--- src/rtl/i2c_slave_target.sv ---
// I2C target (slave) with a byte-wide user interface: write bytes are delivered on
// rx_data/rx_valid, read bytes are fetched through the tx_load/tx_data handshake.

module i2c_glitch_filter #(
    parameter int FILT = 3
) (
    input  logic clk_i,
    input  logic rst_i,
    input  logic pad_i,
    output logic filt_o
);
    localparam int CW = (FILT < 2) ? 1 : $clog2(FILT + 1);

    logic [1:0]    sync_q, sync_d;
    logic          filt_q, filt_d;
    logic [CW-1:0] cnt_q, cnt_d;

    // The filtered level only follows the synchronised level after it has
    // differed from it for FILT consecutive cycles.
    always_comb begin
        sync_d = {sync_q[0], pad_i};
        filt_d = filt_q;
        cnt_d  = '0;
        if (sync_q[1] != filt_q) begin
            if (cnt_q == CW'(FILT - 1)) begin
                filt_d = sync_q[1];
            end else begin
                cnt_d = cnt_q + 1'b1;
            end
        end
    end

    // NOTE: reset to 1 so an idle bus is not mistaken for a START/STOP edge.
    always_ff @(posedge clk_i) begin
        if (rst_i) begin
            sync_q <= 2'b11;
            filt_q <= 1'b1;
            cnt_q  <= '0;
        end else begin
            sync_q <= sync_d;
            filt_q <= filt_d;
            cnt_q  <= cnt_d;
        end
    end

    assign filt_o = filt_q;
endmodule

module i2c_slave_target #(
    parameter logic [6:0] SLAVE_ADDR = 7'h50,
    parameter int         FILT       = 3
) (
    input  logic       wb_clk_i,
    input  logic       wb_rst_i,
    input  logic       scl_pad_i,
    input  logic       sda_pad_i,
    output logic       scl_pad_o,
    output logic       scl_padoen_o,
    output logic       sda_pad_o,
    output logic       sda_padoen_o,
    output logic [7:0] rx_data,
    output logic       rx_valid,
    input  logic       rx_ready,
    input  logic [7:0] tx_data,
    output logic       tx_load,
    output logic       addressed,
    output logic       stop_det
);
    typedef enum logic [2:0] {
        IDLE,
        ADDR,
        ADDR_ACK,
        WR_BYTE,
        WR_ACK,
        RD_BYTE,
        RD_ACK,
        WAIT_STOP
    } state_e;

    logic scl_f, sda_f;
    logic scl_prev_q, sda_prev_q;
    logic scl_rise, scl_fall, start_seen, stop_seen;

    state_e     state_q;
    logic [2:0] bit_cnt_q;
    logic [6:0] shift_q;
    logic [6:0] tx_shift_q;
    logic       rw_q;
    logic       phase_q;
    logic       sda_oen_q;
    logic       addressed_q;
    logic [7:0] rx_data_q;
    logic       rx_valid_q;
    logic       tx_load_q;
    logic       stop_det_q;

    i2c_glitch_filter #(.FILT(FILT)) u_scl_filt (
        .clk_i  (wb_clk_i),
        .rst_i  (wb_rst_i),
        .pad_i  (scl_pad_i),
        .filt_o (scl_f)
    );

    i2c_glitch_filter #(.FILT(FILT)) u_sda_filt (
        .clk_i  (wb_clk_i),
        .rst_i  (wb_rst_i),
        .pad_i  (sda_pad_i),
        .filt_o (sda_f)
    );

    always_ff @(posedge wb_clk_i) begin
        if (wb_rst_i) begin
            scl_prev_q <= 1'b1;
            sda_prev_q <= 1'b1;
        end else begin
            scl_prev_q <= scl_f;
            sda_prev_q <= sda_f;
        end
    end

    assign scl_rise   = scl_f & ~scl_prev_q;
    assign scl_fall   = ~scl_f & scl_prev_q;
    assign start_seen = scl_f & scl_prev_q & sda_prev_q & ~sda_f;
    assign stop_seen  = scl_f & scl_prev_q & ~sda_prev_q & sda_f;

    // NOTE: all protocol state is sequential, so every assignment here is non-blocking.
    always_ff @(posedge wb_clk_i) begin
        if (wb_rst_i) begin
            state_q     <= IDLE;
            bit_cnt_q   <= '0;
            shift_q     <= '0;
            tx_shift_q  <= '0;
            rw_q        <= 1'b0;
            phase_q     <= 1'b0;
            sda_oen_q   <= 1'b1;
            addressed_q <= 1'b0;
            rx_data_q   <= '0;
            rx_valid_q  <= 1'b0;
            tx_load_q   <= 1'b0;
            stop_det_q  <= 1'b0;
        end else begin
            rx_valid_q <= 1'b0;
            tx_load_q  <= 1'b0;
            stop_det_q <= 1'b0;

            if (stop_seen) begin
                state_q     <= IDLE;
                sda_oen_q   <= 1'b1;
                addressed_q <= 1'b0;
                stop_det_q  <= 1'b1;
            end else if (start_seen) begin
                state_q     <= ADDR;
                bit_cnt_q   <= '0;
                sda_oen_q   <= 1'b1;
                addressed_q <= 1'b0;
            end else begin
                case (state_q)
                    IDLE, WAIT_STOP: begin
                        sda_oen_q <= 1'b1;
                    end

                    ADDR: begin
                        if (scl_rise) begin
                            shift_q   <= {shift_q[5:0], sda_f};
                            bit_cnt_q <= bit_cnt_q + 3'd1;
                            if (bit_cnt_q == 3'd7) begin
                                rw_q    <= sda_f;
                                phase_q <= 1'b0;
                                state_q <= (shift_q == SLAVE_ADDR) ? ADDR_ACK : WAIT_STOP;
                            end
                        end
                    end

                    // phase_q=0: waiting for the falling edge that opens the ACK slot;
                    // phase_q=1: ACK is on the bus until the falling edge that closes it.
                    ADDR_ACK, WR_ACK: begin
                        if (scl_fall) begin
                            if (!phase_q) begin
                                sda_oen_q <= 1'b0;
                                phase_q   <= 1'b1;
                                if (state_q == ADDR_ACK) begin
                                    addressed_q <= 1'b1;
                                end
                            end else begin
                                bit_cnt_q <= '0;
                                if (state_q == ADDR_ACK && rw_q) begin
                                    state_q   <= RD_BYTE;
                                    tx_load_q <= 1'b1;
                                end else begin
                                    state_q   <= WR_BYTE;
                                    sda_oen_q <= 1'b1;
                                end
                            end
                        end
                    end

                    WR_BYTE: begin
                        if (scl_rise) begin
                            shift_q   <= {shift_q[5:0], sda_f};
                            bit_cnt_q <= bit_cnt_q + 3'd1;
                            if (bit_cnt_q == 3'd7) begin
                                if (rx_ready) begin
                                    rx_data_q  <= {shift_q, sda_f};
                                    rx_valid_q <= 1'b1;
                                    phase_q    <= 1'b0;
                                    state_q    <= WR_ACK;
                                end else begin
                                    state_q <= WAIT_STOP;
                                end
                            end
                        end
                    end

                    // tx_data is captured at the end of the tx_load cycle so the user
                    // may answer the request combinationally; SCL is still low then.
                    RD_BYTE: begin
                        if (tx_load_q) begin
                            sda_oen_q  <= tx_data[7];
                            tx_shift_q <= tx_data[6:0];
                        end else if (scl_fall) begin
                            if (bit_cnt_q == 3'd7) begin
                                sda_oen_q <= 1'b1;
                                phase_q   <= 1'b0;
                                state_q   <= RD_ACK;
                            end else begin
                                sda_oen_q  <= tx_shift_q[6];
                                tx_shift_q <= {tx_shift_q[5:0], 1'b1};
                                bit_cnt_q  <= bit_cnt_q + 3'd1;
                            end
                        end
                    end

                    RD_ACK: begin
                        if (scl_rise) begin
                            if (sda_f) begin
                                state_q <= WAIT_STOP;
                            end else begin
                                phase_q <= 1'b1;
                            end
                        end else if (scl_fall && phase_q) begin
                            state_q   <= RD_BYTE;
                            tx_load_q <= 1'b1;
                            bit_cnt_q <= '0;
                        end
                    end

                    default: begin
                        state_q   <= IDLE;
                        sda_oen_q <= 1'b1;
                    end
                endcase
            end
        end
    end

    assign scl_pad_o    = 1'b0;
    assign scl_padoen_o = 1'b1;
    assign sda_pad_o    = 1'b0;
    assign sda_padoen_o = sda_oen_q;
    assign rx_data      = rx_data_q;
    assign rx_valid     = rx_valid_q;
    assign tx_load      = tx_load_q;
    assign addressed    = addressed_q;
    assign stop_det     = stop_det_q;
endmodule

--- config.mk ---
export PLATFORM = sky130hd
export DESIGN_NAME = i2c_slave_target
export DESIGN_NICKNAME = d
export VERILOG_FILES = /design/src/rtl/i2c_slave_target.sv
export SDC_FILE = /design/constraint.sdc
export NUM_CORES = 1
export LEC_CHECK = 0
export CORE_AREA = 2 2 68 76
export CTS_CLUSTER_DIAMETER = 60
export DETAILED_ROUTE_END_ITERATION = 12
export DIE_AREA = 0 0 70 78
export GPL_TIMING_DRIVEN = 1
export MAX_ROUTING_LAYER = met4
export PLACE_DENSITY = 0.78
export SLEW_MARGIN = 30
export SYNTH_ARGS = -nofsm -noshare
export SYNTH_HDL_FRONTEND = slang
export SYNTH_HIERARCHICAL = 1
export SYNTH_SLANG_ARGS = --single-unit
--- constraint.sdc ---
create_clock -name wb_clk_i -period 4.31 [get_ports wb_clk_i]
set_input_delay 0.431 -clock wb_clk_i [delete_from_list [all_inputs] [get_ports wb_clk_i]]
set_output_delay 0.431 -clock wb_clk_i [all_outputs]
set_load 0.05 [all_outputs]
After elaboration in Yosys (flattened, before gate mapping)
Index checks and enable logic that the tools add are counted.
W data, S select, Z words.

storage, ports and cells
  output and inout bits = 16
  input port bits = 13
  register bits after elaboration = 47
  logic and storage cells = 172

cells by class
  add/subtract/negate cells = 3
  multiplexer cells = 56
  reductions and logical operators = 28
  bitwise logic cells = 19
  eq/ne operators = 45

operators by type and width
  kind                   count
  $mux W3                23
  $ne A3 B3 Y1 const B   15
  $reduce_and A12 Y1     3
  $ne A2 B2 Y1 const B   13
  $mux W1                24
  $mux W7                3
  $eq A3 B3 Y1 const B   5
  $pmux W3 S5            1
  $not A1 Y1             12
  $pmux W3 S4            1
  $reduce_and A4 Y1      3
  $reduce_and A10 Y1     1
  $reduce_and A5 Y1      2
  $reduce_bool A5 Y1     2
  $reduce_or A3 Y1       3
  $reduce_or A2 Y1       4
  $and A1 B1 Y1          7
  $eq A7 B7 Y1 const B   1
  $eq A3 B2 Y1 const B   2
  $reduce_and A6 Y1      1
  $reduce_bool A6 Y1     1
  $reduce_or A6 Y1       1
  $pmux W1 S5            1
  $add A2 B1 Y2 const B  2
  16 further kinds       20

Longest topological paths before layout
Gate-level depths: netlist (run 1).

  depth after elaboration = 7
  mapped depth = 7
  mapped depth without buffers = 7

By module
The synthesis (run 1) kept the hierarchy.

modules (own cells, without submodules)
  module             cells an instance  times used  area each (um2)  sequential area each (um2)
  i2c_slave_target   226                1           1943.1           740.7
  i2c_glitch_filter  14                 2           166.4            100.1

Least setup slack after synthesis (run 1)
No wires, ideal clock.

  kind = flip-flop to flip-flop
  start = register bit_cnt_q[0]
  end = register bit_cnt_q[0]
  stages on the path, launching flop included = 8
  library setup time = 0.070 ns
  period minus slack after synthesis = 1.941 ns
  buffers on the path = 0
  required time = 4.240 ns
  arrival = 1.871 ns
  slack = 2.369 ns
  cell sequence = dfxtp_1 > ha_1 > ha_1 > o21ai_2 > o21ai_2 > a221o_1 > or4b_1 > a21oi_1

on the way
  word-level cells in the longest chain between the ends = 6
  elaborated cells on any way between the ends = 10
  those cells by class = add/sub: 1; eq/ne: 2; mux: 6; reduce/logical: 1

ends and longest elaborated chain
  what                    line           source
  start, declared         85             logic [2:0] bit_cnt_q;
  start signal, assigned  165            bit_cnt_q <= bit_cnt_q + 3'd1;
  start signal, assigned  200            bit_cnt_q <= bit_cnt_q + 3'd1;
  start signal, assigned  228            bit_cnt_q <= bit_cnt_q + 3'd1;
  $add A3 B1 Y3           165, 200, 228
  $mux W3                 221            if (bit_cnt_q == 3'd7) begin
  $mux W3                 220            end else if (scl_fall) begin
  $mux W3                 217            if (tx_load_q) begin
  $pmux W3 S4             157            case (state_q)
  $mux W3                 151            end else if (start_seen) begin

Several ways; a longest one is shown, not always the timed one. The select of a mux whose other input is x is not followed.
A chain may end at the register's enable or synchronous reset.

Worst setup path after layout (run 1)
  start = register state_q[0]
  end = register rx_data_q[0], in the netlist rx_data[0]

on the way
  word-level cells in the longest chain between the ends = 2

ends and longest elaborated chain
  what                         line  source
  start, declared              84    state_e state_q;
  start signal, assigned       169   state_q <= (shift_q == SLAVE_ADDR) ? ADDR_ACK : WAIT_STOP;
  $eq A3 B2 Y1                 157
  $reduce_and A6 Y1 (no line)  -
  end signal, assigned         203   rx_data_q <= {shift_q, sda_f};
  end, declared                92    logic [7:0] rx_data_q;

Every way passes these cells.

==> results of run 1 <==
## area by class of cell
class                   instances  area share (%)
multi-input cells             180            46.1
flip-flops and latches         47            36.0
repair buffers                 26            9.86
well taps                      56            2.68
clock buffers                   5            2.63
clock inverters                 2            1.44
inverters                       9            1.29
## flip-flops by register name, summed over array words and instances (netlist names)
signal and flops:
rx_data 8, shift_q 7, tx_shift_q 7, bit_cnt_q 3
state_q 3, u_scl_filt/cnt_q 2, u_scl_filt/sync_q 2, u_sda_filt/cnt_q 2
u_sda_filt/sync_q 2, addressed 1, phase_q 1, rw_q 1
rx_valid 1, scl_prev_q 1, sda_padoen_o 1, sda_prev_q 1
stop_det 1, tx_load 1, u_scl_filt/filt_o 1, u_sda_filt/filt_o 1
## synthesized netlist by cell type (2+ instances only)
cell / n
dfxtp_1: 47
buf_1: 2
mux2i_1: 17
a31oi_1: 2
nand3_1: 2
nand3b_1: 2
a2bb2oi_1: 2
conb_1: 2
a211oi_1: 7
a311oi_1: 3
nor4_1: 7
nor3_1: 3
a21oi_1: 16
or3_1: 4
o21a_1: 2
buf_2: 4
nor2_1: 21
o211ai_1: 5
o21ai_0: 4
a211o_2: 2
nand2b_1: 4
buf_4: 4
xnor2_1: 3
inv_2: 2
xor2_1: 2
inv_1: 7
o41ai_1: 2
nand2_1: 24
and3_1: 3
o21ai_1: 2
clkbuf_1: 7
or2_2: 6
nor2b_1: 4
o21ai_2: 2
ha_1: 4
## metal layers
layer	vias up	wire [µm]
met4	0	82
met3	7	220
met5	-	0
met2	52	1910
li1	932	-
met1	837	2200
## how the worst max path moves through the flow
stage	startpoint	to	slack (ps)	cells after the start
after global placement	state_q[0]	rx_data[7]	1820	5
after floorplan	bit_cnt_q[0]	bit_cnt_q[0]	2370	7
final	state_q[0]	rx_data[0]	1690	5
after global routing	state_q[0]	rx_data[5]	1430	5
after CTS	state_q[0]	rx_data[7]	1690	5
after detailed placement	state_q[0]	rx_data[7]	1710	5
## metrics by stage
stage	setup WS, ps	total power, µW	cells	utilization [%]
2_1_floorplan	2370	735	255	-
4_1_cts	1690	1100	325	56.6
6_report	1690	1100	325	56.6
3_3_place_gp	1820	786	318	54.3
3_5_place_dp	1710	789	318	54.3
5_1_grt	1430	1160	325	56.6
## critical path: stages (launching register included)
cell     delay (ps)
dfxtp_1         780
inv_2           230
nor3_2          480
nand4_1         610
mux2i_1         340
nor2_1           50
## power breakdown
part           internal (µW)  switching [µW]
logic                    118             143
registers                453            70.2
clock network            170             145
total                    740             358
## cells by family (layout without fill, tap and decap cells)
kind of cell / count (synthesis) / in the layout
compound gates: 62 / 62
xor+xnor: 5 / 5
fa+ha+maj: 4 / 4
buf+inv: 28 / 42
flops: 47 / 47
mux: 17 / 17
other cells: 2 / 3
simple gates: 89 / 89
==> out/results.txt, run 1 <==
After synthesis, the netlist uses 59 different library cells. The commonest non-fill, non-tap cell in the layout was dfxtp_1. The max-capacitance violation count is 0. In the synthesized netlist the dominant register cell turns out to be dfxtp_1. The insertion delay of the later-clocked pin in the worst-skew pair is 300 ps, and the number of endpoints with negative hold slack in the final report is 0.

The final count of negative-setup-slack endpoints is 0, and the slew at the pin closest to its max-slew limit is 804 ps. In this run the register-to-register setup slack is 1690 ps. Input and output buffers added on the ports amount to 25.

The per-cell via count in the routed design was 5.62. The worst setup path is launched from a register. The worst register-to-register path begins at state_q[0].

The first global-routing pass estimated 7690 µm of wire. Combinational family with the most area after synthesis: simple AND/OR/NAND/NOR gates. The share of synthesized cell area in full adder, half adder and majority cells works out to 2.20%.

The average instance in the mapped netlist occupies 8.96 µm². The DRC marker count from the first detailed-route iteration came out at 113. The met3 track utilization from global routing was 2.86%. The logs give 2 for the maximum level of the CTS H-tree and 1200 µm² for the area taken by multi-input logic gates. Measured against its own limit, the worst slew margin works out to 46.3%.

The logs give 2810 ps for the signal arrival time at the worst endpoint and 18.0% for the global-route usage over all layers. TritonCTS built the clock tree. 0 antenna diodes ended up in the layout. For this run, design rule violations remaining after detail routing come to 0.

The vias after detailed routing came out at 1828. During synthesis, Yosys emitted a total of 6 warnings. The synthesized-area fraction occupied by xor and xnor cells came out at 1.92%. The post-cts sizing count was 0; the met2 track utilization from global routing was 26.5%.

For the met1 track utilization from global routing, the log shows 24.1%. The root cell of the clock tree was clkbuf_8. Summed over all instances, the cell type with the most area after synthesis is dfxtp_1. The floorplan has 26 rows. Die extent in y: 78 µm.

The tightest hold path in the finished design has a slack of 417 ps. The run gives 0 as the number of antenna violations at the first check in global routing. After detailed routing, the total wire length is 4420 µm. Of all flip-flops after synthesis, the portion carrying an async set or reset was 0%. The number of sinks on the clock net was 47. Dividing the detail-routed wire length by the instance count gives 13.6 µm.

Counting the fill cells in the layout gives 420. Yosys attributes the largest share of cell area to dfxtp_1 41%, mux2i_1 7.5%, nand2_1 4.0%, a21oi_1 3.5%, nor2_1 3.5%. Summing all placed instances gives a cell area of 2510 µm². The total area inside the core boundary comes to 4620 µm².

The startpoint of the worst hold path was u_scl_filt/sync_q[0]. The number of cells on the worst hold path is 1. Sequential cells were found to cover 41.3% of the synthesized design area. The worst register-to-register path has a depth of 5.

Summing the areas of all and, or, nand and nor instances in the mapped netlist gives 20.6% of the synthesized area. The initial utilization of the core area, before any placement, comes to 49.3%. After global routing, the most crowded layer is met2. By startpoint and endpoint, the worst setup path is classified as reg2reg. The worst path uses 60.9% of the clock period.

The number of instances in the synthesized netlist was 254; the share of the synthesized area in the top cell type was 41.3%. The clock passes through at most 2 buffers. Yosys mapped a number of flops with a built-in enable equal to 0. From synthesis to final layout, the design area changed by 14.8%.

The run gives 0 as the setup fix buffers added after clock tree synthesis. The worst hold path terminates at u_scl_filt/sync_q[1]. The minimum period implied by the final worst setup slack is 2620 ps. For the full die area, the log shows 5460 µm². Summing all non-filler instances in the final layout gives an area of 2610 µm². Setup repair after global routing left no endpoint under its margin. For this run the aggregate overflow at the end of global routing stands at 0. Summed over all cells, the static leakage comes to 0.000988 µW. The via count of the first global-routing pass came out at 1694. Power spread over the standard cell area amounts to 420 nW/µm². In this run the worst hold path is classified as reg2reg. Clock-pin slew was measured on the worst setup and hold paths at 90 ps. For the aggregate negative setup slack, the log shows 0 ps. The number of storage elements in the synthesis netlist came out at 47. The maximum clock frequency was 0.381 GHz; the horizontal extent of the die was 70 µm.

Across the VDD grid, the largest voltage drop is 0.237 mV. Required time at the endpoint of the critical path: 4500 ps. The count of boundary I/O pins is 29. The run gives 2940 µm as the post-detailed-placement half-perimeter wirelength. The flow ran to the end, and the final reports show no timing, DRC or antenna violations. The cell area that synthesis handed to floorplanning was 2280 µm². The final net count was 286; the routability congestion estimate was 0.852. The share of the synthesized area in compound gates (AO/OA/AOI/OAI) was 20.3%; the highest net fanout along the worst path was 20.

In the layout the commonest cells are 47 x dfxtp_1, 25 x clkdlybuf4s50_1, 24 x nand2_1, 21 x nor2_1, 17 x mux2i_1. The worst flop-to-flop path endpoint is rx_data[0]. Entering global routing, the biggest net connects 41 pins. The area of all sequential standard cells was 941 µm²; the post-route antenna net violation count was 0. The number of hold-repair buffers added at the cts stage was 0. The number of buffers created by CTS was 5. The worst setup path is captured at a register.

In the final layout, the share of cells above drive strength 1 is 9.29%. The first detailed-routing pass took 4 iterations. The final worst clock skew is 5.45 ps, and the share of synthesized area spent on multiplexers is 7.48%. The max-slew violation count is 0.
(Power assumes the default switching activity.)
==> run 2, diff against run 1 <==
==> constraint.sdc (replaced) <==
create_clock -name wb_clk_i -period 2.6 [get_ports wb_clk_i]
set_input_delay 0.26 -clock wb_clk_i [delete_from_list [all_inputs] [get_ports wb_clk_i]]
set_output_delay 0.26 -clock wb_clk_i [all_outputs]
set_load 0.05 [all_outputs]
==> out/results.txt, run 2 (synthesized netlist as in run 1, its figures left out) <==
Category of the most critical setup path: reg2reg (unchanged). The logs give 40 (was 41) for the pin count of the biggest net entering global routing and 47 (unchanged) for the number of sinks on the clock net. The placed standard-cell area was 2540 µm² (was 2510 µm²); the DRC marker count from the first detailed-route iteration was 94 (was 113). For the final count of negative-setup-slack endpoints, the log shows 0 (unchanged). The run gives 323 (was 318) as the placed cell count. The logs give 300 ps (about the same) for the insertion delay of the later-clocked pin in the worst-skew pair and 0.877 (was 0.852) for the routability congestion estimate.

The tools report the root cell of the clock tree as clkbuf_8 (unchanged). The vias after detailed routing is 1874 (was 1828). The max-slew violation count is 0 (unchanged). Aggregate negative setup slack: 0 ps (unchanged). Path class of the lowest-slack min-delay path: reg2reg (unchanged). The run gives 0.483 mV (was 0.237 mV) as the largest vdd supply drop. The critical path endpoint category was a register (unchanged).

The tools report the slack of the worst reg-to-reg path as 500 ps (was 1690 ps). The signal arrival time at the worst endpoint is 2330 ps (was 2810 ps), and the die extent in y is 78 µm (unchanged). The routed wirelength normalized by instance count came out at 14.1 µm (was 13.6 µm).

Number of endpoints with negative hold slack in the final report: 0 (unchanged). The final design area excluding fillers was 2650 µm² (was 2610 µm²); the cell depth of the worst flop-to-flop path was 7 (was 5). The worst hold slack after final layout is 420 ps (was 417 ps).

Setup repair after global routing left no endpoint under its margin. The number of input and output port buffers inserted came out at 25 (unchanged). The run gives 5460 µm² (unchanged) as the full die area. The number of antenna violations at the first check in global routing was 0 (unchanged); the max-capacitance violation count was 0 (unchanged). Final critical-path share of the clock period: 80.6% (was 60.9%). Overall overflow remaining after global route: 0 (unchanged). The startpoint type of the worst setup path is a register (unchanged). The share of cells above drive strength 1 was 11.3% (was 9.29%). The number of flip-flops under the largest register name works out to 8 (unchanged). Worst flop-to-flop path endpoint: bit_cnt_q[0] (was rx_data[0]). The run gives 0 (unchanged) as the antenna diode count. The number of core rows was 26 (unchanged). Global-route wire length before repair: 8180 µm (was 7690 µm). The worst slew margin relative to its limit was 48.7% (was 46.3%).

Most used cells in the layout excluding fill and tap cells: 47 x dfxtp_1, 25 x clkdlybuf4s50_1, 24 x nand2_1, 21 x nor2_1, 17 x mux2i_1 (unchanged). The effective utilization at floorplan was 49.3% (unchanged). The count of boundary I/O pins was 29 (unchanged); the minimum period implied by the final worst setup slack was 2100 ps (was 2620 ps). The required time at the endpoint of the critical path was 2840 ps (was 4500 ps); the number of hold-repair buffers added at the cts stage was 0 (unchanged).

The run gives 0 (unchanged) as the post-route antenna net violation count. Standby leakage power: 0.00101 µW (was 0.000988 µW). Commonest non-fill, non-tap cell in the layout: dfxtp_1 (unchanged). The highest net fanout along the worst path is 7 (was 20), and the horizontal extent of the die is 70 µm (unchanged). Post-route non-filler standard cell count: 331 (was 325).

The via count of the first global-routing pass is 1785 (was 1694). The final worst clock skew is 3.92 ps (was 5.45 ps), and the number of cells on the worst hold path is 1 (unchanged). The sum of routed wire length over all layers was 4680 µm (was 4420 µm); the number of buffers between clock root and the deepest sink was 2 (unchanged). The logs give 0 (unchanged) for the post-cts sizing count and 19.1% (was 18.0%) for the global-route usage over all layers. Maximum level of the CTS H-tree: 2 (unchanged). The power after layout is 1780 µW (was 1100 µW).

The post-detailed-placement half-perimeter wirelength is 3220 µm (was 2940 µm), and the relative area change from synthesis to final layout is 16.4% (was 14.8%). The number of search-and-repair iterations in the first detailed-routing pass is 4 (unchanged), and the core area is 4620 µm² (unchanged). The slew at the pin closest to its max-slew limit is 769 ps (was 804 ps). The terminating pin of the worst hold path was u_scl_filt/cnt_q[0] (was u_scl_filt/sync_q[1]). The power density normalized to cell area is 673 nW/µm² (was 420 nW/µm²). The startpoint of the worst hold path was u_scl_filt/cnt_q[0] (was u_scl_filt/sync_q[0]).

The final net count came out at 291 (was 286). The flow ran to the end, and the final reports show no timing, DRC or antenna violations. The tools report the start of the worst register-to-register path as bit_cnt_q[0] (was state_q[0]). The setup fix buffers added after clock tree synthesis is 0 (unchanged).

The per-cell via count in the routed design is 5.66 (was 5.62). TritonCTS built the clock tree. The run gives 5 (unchanged) as the number of buffers created by CTS. The run gives 0 (unchanged) as the DRC violations left. The clock-pin transition on the worst setup and hold timing paths was 80 ps (was 90 ps). The maximum clock frequency is 0.477 GHz (was 0.381 GHz).
## run 2: worst max path at each step
stage	startpoint	to	depth (start not counted)
after CTS	bit_cnt_q[0]	bit_cnt_q[0]	7
after global placement	bit_cnt_q[0]	bit_cnt_q[0]	7
after global routing	state_q[2]	state_q[0]	5
after floorplan	bit_cnt_q[0]	bit_cnt_q[0]	7
final	bit_cnt_q[0]	bit_cnt_q[0]	7
after detailed placement	bit_cnt_q[0]	bit_cnt_q[0]	7
## run 2: where the power goes
part	internal (µW)	total [µW]	switching, µW
logic	202	456	255
clock network	242	478	236
registers	751	848	96.6
total	1190	1780	587
## run 2: final cells by class
cell class / instances / area, µm²
fill: 437 / 1970
multi-input combinational: 180 / 1200
sequential: 47 / 941
timing repair buffer: 31 / 295
clock buffer: 7 / 96.3
tap: 56 / 70.1
inverter: 9 / 33.8
clock inverter: 1 / 7.51
## run 2: critical path, cell delays in order (launching register included)
cell	delay, ps
dfxtp_1	330
ha_1	200
ha_1	260
o21ai_2	150
o21ai_2	60
a221o_1	410
or4b_1	490
a21oi_1	130
## run 2: through the flow
| step | setup WS [ps] | util (%) |
|---|---|---|
| after detailed placement | 528 | 55.1 |
| after global routing | 346 | 57.3 |
| after global placement | 577 | 55.1 |
| after floorplan | 659 | - |
| after CTS | 498 | 57.3 |
| final | 504 | 57.3 |
## run 2: metal layers
metal | part of all wire (%) | vias up | track usage, %
met5 | 0 | - | -
met4 | 2.1 | 0 | 8.46
met3 | 3.7 | 9 | 3.64
met2 | 48 | 37 | 30.4
met1 | 46 | 884 | 23.7
li1 | - | 944 | -
==> run 3, diff against run 2 <==
--- a/config.mk
+++ b/config.mk
@@ -5,13 +5,13 @@
 export SDC_FILE = /design/constraint.sdc
 export NUM_CORES = 1
 export LEC_CHECK = 0
-export CORE_AREA = 2 2 68 76
+export CORE_AREA = 2 2 68 77
 export CTS_CLUSTER_DIAMETER = 60
 export DETAILED_ROUTE_END_ITERATION = 12
-export DIE_AREA = 0 0 70 78
+export DIE_AREA = 0 0 70 79
 export GPL_TIMING_DRIVEN = 1
 export MAX_ROUTING_LAYER = met4
-export PLACE_DENSITY = 0.78
+export PLACE_DENSITY = 0.8
 export SLEW_MARGIN = 30
 export SYNTH_ARGS = -nofsm -noshare
 export SYNTH_HDL_FRONTEND = slang
==> constraint.sdc (replaced) <==
create_clock -name wb_clk_i -period 1.76 [get_ports wb_clk_i]
set_input_delay 0.176 -clock wb_clk_i [delete_from_list [all_inputs] [get_ports wb_clk_i]]
set_output_delay 0.176 -clock wb_clk_i [all_outputs]
set_load 0.05 [all_outputs]
==> out/results.txt, run 3 (synthesized netlist as in run 1, its figures left out) <==
The standby leakage power came out at 0.00117 µW (was 0.00101 µW). The post-route antenna net violation count was 0 (unchanged); the fraction of power spent switching nets was 30.5% (was 32.9%). The root cell of the clock tree is clkbuf_8 (unchanged). The die extent in y was 79 µm (was 78 µm). The start of the worst register-to-register path was bit_cnt_q[0] (unchanged). The area of all sequential standard cells was 950 µm² (was 941 µm²). Post-detailed-placement half-perimeter wirelength: 3570 µm (was 3220 µm). The clock-pin transition on the worst setup and hold timing paths came out at 80 ps (about the same). The final net count was 317 (was 291).

The tools report the number of hold-repair buffers added at the cts stage as 0 (unchanged). The run gives 29.9% (was 25.6%) as the combinational group share of total power. For the worst path setup slack after routing, the log shows -91.5 ps (was 504 ps). Number of buffers created by CTS: 5 (unchanged). The run gives 29 (unchanged) as the count of boundary I/O pins. The minimum period implied by the final worst setup slack is 1850 ps (was 2100 ps).

The share of total power in the clock network came out at 30.4% (was 26.8%). The routed wirelength normalized by instance count is 14.5 µm (was 14.1 µm), and the met1 track utilization from global routing is 23.8% (was 23.7%). The logs give 0 (unchanged) for the number of endpoints with negative hold slack in the final report and 47 (unchanged) for the number of sinks on the clock net. The tools report the max-capacitance violation count as 0 (unchanged). The tools report the aggregate negative setup slack as -275 ps (was 0 ps). The power share of the sequential group was 39.6% (was 47.6%); the number of cells on the worst hold path was 1 (unchanged). The category of the most critical setup path was reg2reg (unchanged). The maximum clock frequency was 0.540 GHz (was 0.477 GHz); the final critical-path share of the clock period was 105% (was 80.6%). Worst path cell trace: ha_4 -> ha_4 -> o21ai_2 -> o21ai_2 -> a221o_1 -> buf_6 -> or3_4 -> a21oi_2 (was ha_1 -> ha_1 -> o21ai_2 -> o21ai_2 -> a221o_1 -> or4b_1 -> a21oi_1).

The max-slew violation count was 0 (unchanged); the slack of the worst reg-to-reg path was -90 ps (was 500 ps). Slowest stage cell on the critical path: or3_4 (was or4b_1). The overall overflow remaining after global route was 0 (unchanged). Setup repair after global routing could not meet its margin everywhere. For the number of search-and-repair iterations in the first detailed-routing pass, the log shows 4 (unchanged). The slew at the pin closest to its max-slew limit was 550 ps (was 769 ps); the signal arrival time at the worst endpoint was 2080 ps (was 2330 ps). The share of cells above drive strength 1 came out at 23.3% (was 11.3%). The required time at the endpoint of the critical path was 1990 ps (was 2840 ps).

Via count of the first global-routing pass: 1897 (was 1785). The startpoint of the worst hold path was u_sda_filt/sync_q[0] (was u_scl_filt/cnt_q[0]). The run gives 63.0% (was 48.7%) as the worst slew margin relative to its limit. Most used cells in the layout excluding fill and tap cells: 40 x dfxtp_1, 30 x buf_4, 24 x nand2_1, 24 x clkdlybuf4s50_1, 21 x nor2_1 (was 47 x dfxtp_1, 25 x clkdlybuf4s50_1, 24 x nand2_1, 21 x nor2_1, 17 x mux2i_1). Per-cell via count in the routed design: 5.62 (was 5.66). The largest vdd supply drop is 0.647 mV (was 0.483 mV), and the cell depth of the worst flop-to-flop path is 8 (was 7). The checks that failed: negative setup slack. The horizontal extent of the die is 70 µm (unchanged). The critical path endpoint category was a register (unchanged). The pin count of the biggest net entering global routing came out at 40 (unchanged). DRC violations left: 0 (unchanged). The flow ran to the end, but the final reports show violations.

The run gives 132 (was 94) as the DRC marker count from the first detailed-route iteration. The run gives 402 (was 437) as the number of filler cells placed in the layout. For the post-layout utilization of the core, the log shows 61.4% (was 57.3%). Global-route usage over all layers: 20.1% (was 19.1%).

The run gives 0.887 (was 0.877) as the routability congestion estimate. For the internal power component, the log shows 2120 µW (was 1190 µW). The number of core rows was 27 (was 26); the relative area change from synthesis to final layout was 29.4% (was 16.4%). The tools report the sum of routed wire length over all layers as 5210 µm (was 4680 µm). For the full die area, the log shows 5530 µm² (was 5460 µm²). Terminating pin of the worst hold path: u_sda_filt/sync_q[1] (was u_scl_filt/cnt_q[0]). The run gives 7.96 ps (was 3.92 ps) as the final worst clock skew.

The antenna diode count is 0 (unchanged), and the met2 track utilization from global routing is 33.4% (was 30.4%). The vias after detailed routing is 2019 (was 1874), and the insertion delay of the later-clocked pin in the worst-skew pair is 300 ps (about the same). The most congested layer reported by global routing is met2 (unchanged).

The commonest non-fill, non-tap cell in the layout was dfxtp_1 (unchanged). The area taken by multi-input logic gates came out at 1250 µm² (was 1200 µm²). Path class of the lowest-slack min-delay path: reg2reg (unchanged).

The maximum level of the CTS H-tree is 2 (unchanged), and the highest net fanout along the worst path is 3 (was 7). The run gives 928 µW (was 587 µW) as the switching power. The tools report the startpoint type of the worst setup path as a register (unchanged).

The highest cell delay on the worst timing path is 350 ps (was 490 ps), and the number of buffers between clock root and the deepest sink is 2 (unchanged). Worst flop-to-flop path endpoint: bit_cnt_q[1] (was bit_cnt_q[0]). The logs give 47.4% (was 49.3%) for the effective utilization at floorplan and 4800 µm² (was 4620 µm²) for the core area. TritonCTS built the clock tree.

The final count of negative-setup-slack endpoints was 7 (was 0). The met3 track utilization from global routing came out at 4.44% (was 3.64%). The number of flip-flops under the largest register name was 8 (unchanged); the global-route wire length before repair was 8630 µm (was 8180 µm).

The power density normalized to cell area was 1030 nW/µm² (was 673 nW/µm²); the number of input and output port buffers inserted was 25 (unchanged). The number of antenna violations at the first check in global routing came out at 0 (unchanged).
-- run 3: stage by stage --
step | total power [µW] | worst slack, ps | cell area [µm²] | cells | hold slack [ps]
final | 3050 | -91.5 | 2940 | 359 | 418
after global routing | 3200 | -182 | 2940 | 359 | 427
after CTS | 3040 | -85.3 | 2920 | 359 | 423
after detailed placement | 2100 | -86.4 | 2750 | 348 | 399
after global placement | 2090 | -48.4 | 2750 | 348 | 392
after floorplan | 1800 | -67.6 | 2300 | 255 | 253
-- run 3: worst max path at each step --
| stage | startpoint | endpoint | depth (start not counted) |
|---|---|---|---|
| final | bit_cnt_q[0] | bit_cnt_q[1] | 8 |
| after global routing | bit_cnt_q[0] | bit_cnt_q[1] | 8 |
| after CTS | bit_cnt_q[0] | bit_cnt_q[1] | 8 |
| after detailed placement | bit_cnt_q[0] | bit_cnt_q[1] | 8 |
| after global placement | bit_cnt_q[0] | bit_cnt_q[2] | 8 |
| after floorplan | bit_cnt_q[0] | bit_cnt_q[0] | 7 |
-- run 3: worst max-delay path, delay by kind of cell, from the launching register on --
family	cells	cell delay, ps
AO/OA/AOI/OAI	4	640
adder cells (fa/ha/maj)	2	320
buffers and inverters	1	130
flip-flops	1	340
AND/OR/NAND/NOR	1	350
-- run 3: metal layers --
metal,routed length (µm),part of all wire (%),up-vias
met5,0,0,-
met4,87,1.7,0
met3,269,5.2,7
li1,-,-,1001
met2,2600,50,46
met1,2250,43,965
-- run 3: power groups by stage --
stage               Combinational (µW)  Clock, µW  Sequential, µW
floorplan                          626          0            1170
global placement                   870          0            1220
detailed placement                 882          0            1220
CTS                                895        940            1200
global route                       997        988            1220
finish                             911        927            1210
-- run 3: what timing repair did --
action	CTS	global route
gates resized for setup	6	8
buffers inserted	2	0
cloned	1	0
pin swaps	5	5
endpoints found under the setup margin	11	20
-- run 3: cell type report --
type                            instances  share of cell area (%)
Timing Repair Buffer                   57                    17.3
Clock buffer                            6                    2.46
Multi-Input combinational cell        180                    42.4
Tap cell                               58                    2.46
Clock inverter                          2                    2.04
Sequential cell                        47                    32.3
Inverter                                9                    1.15
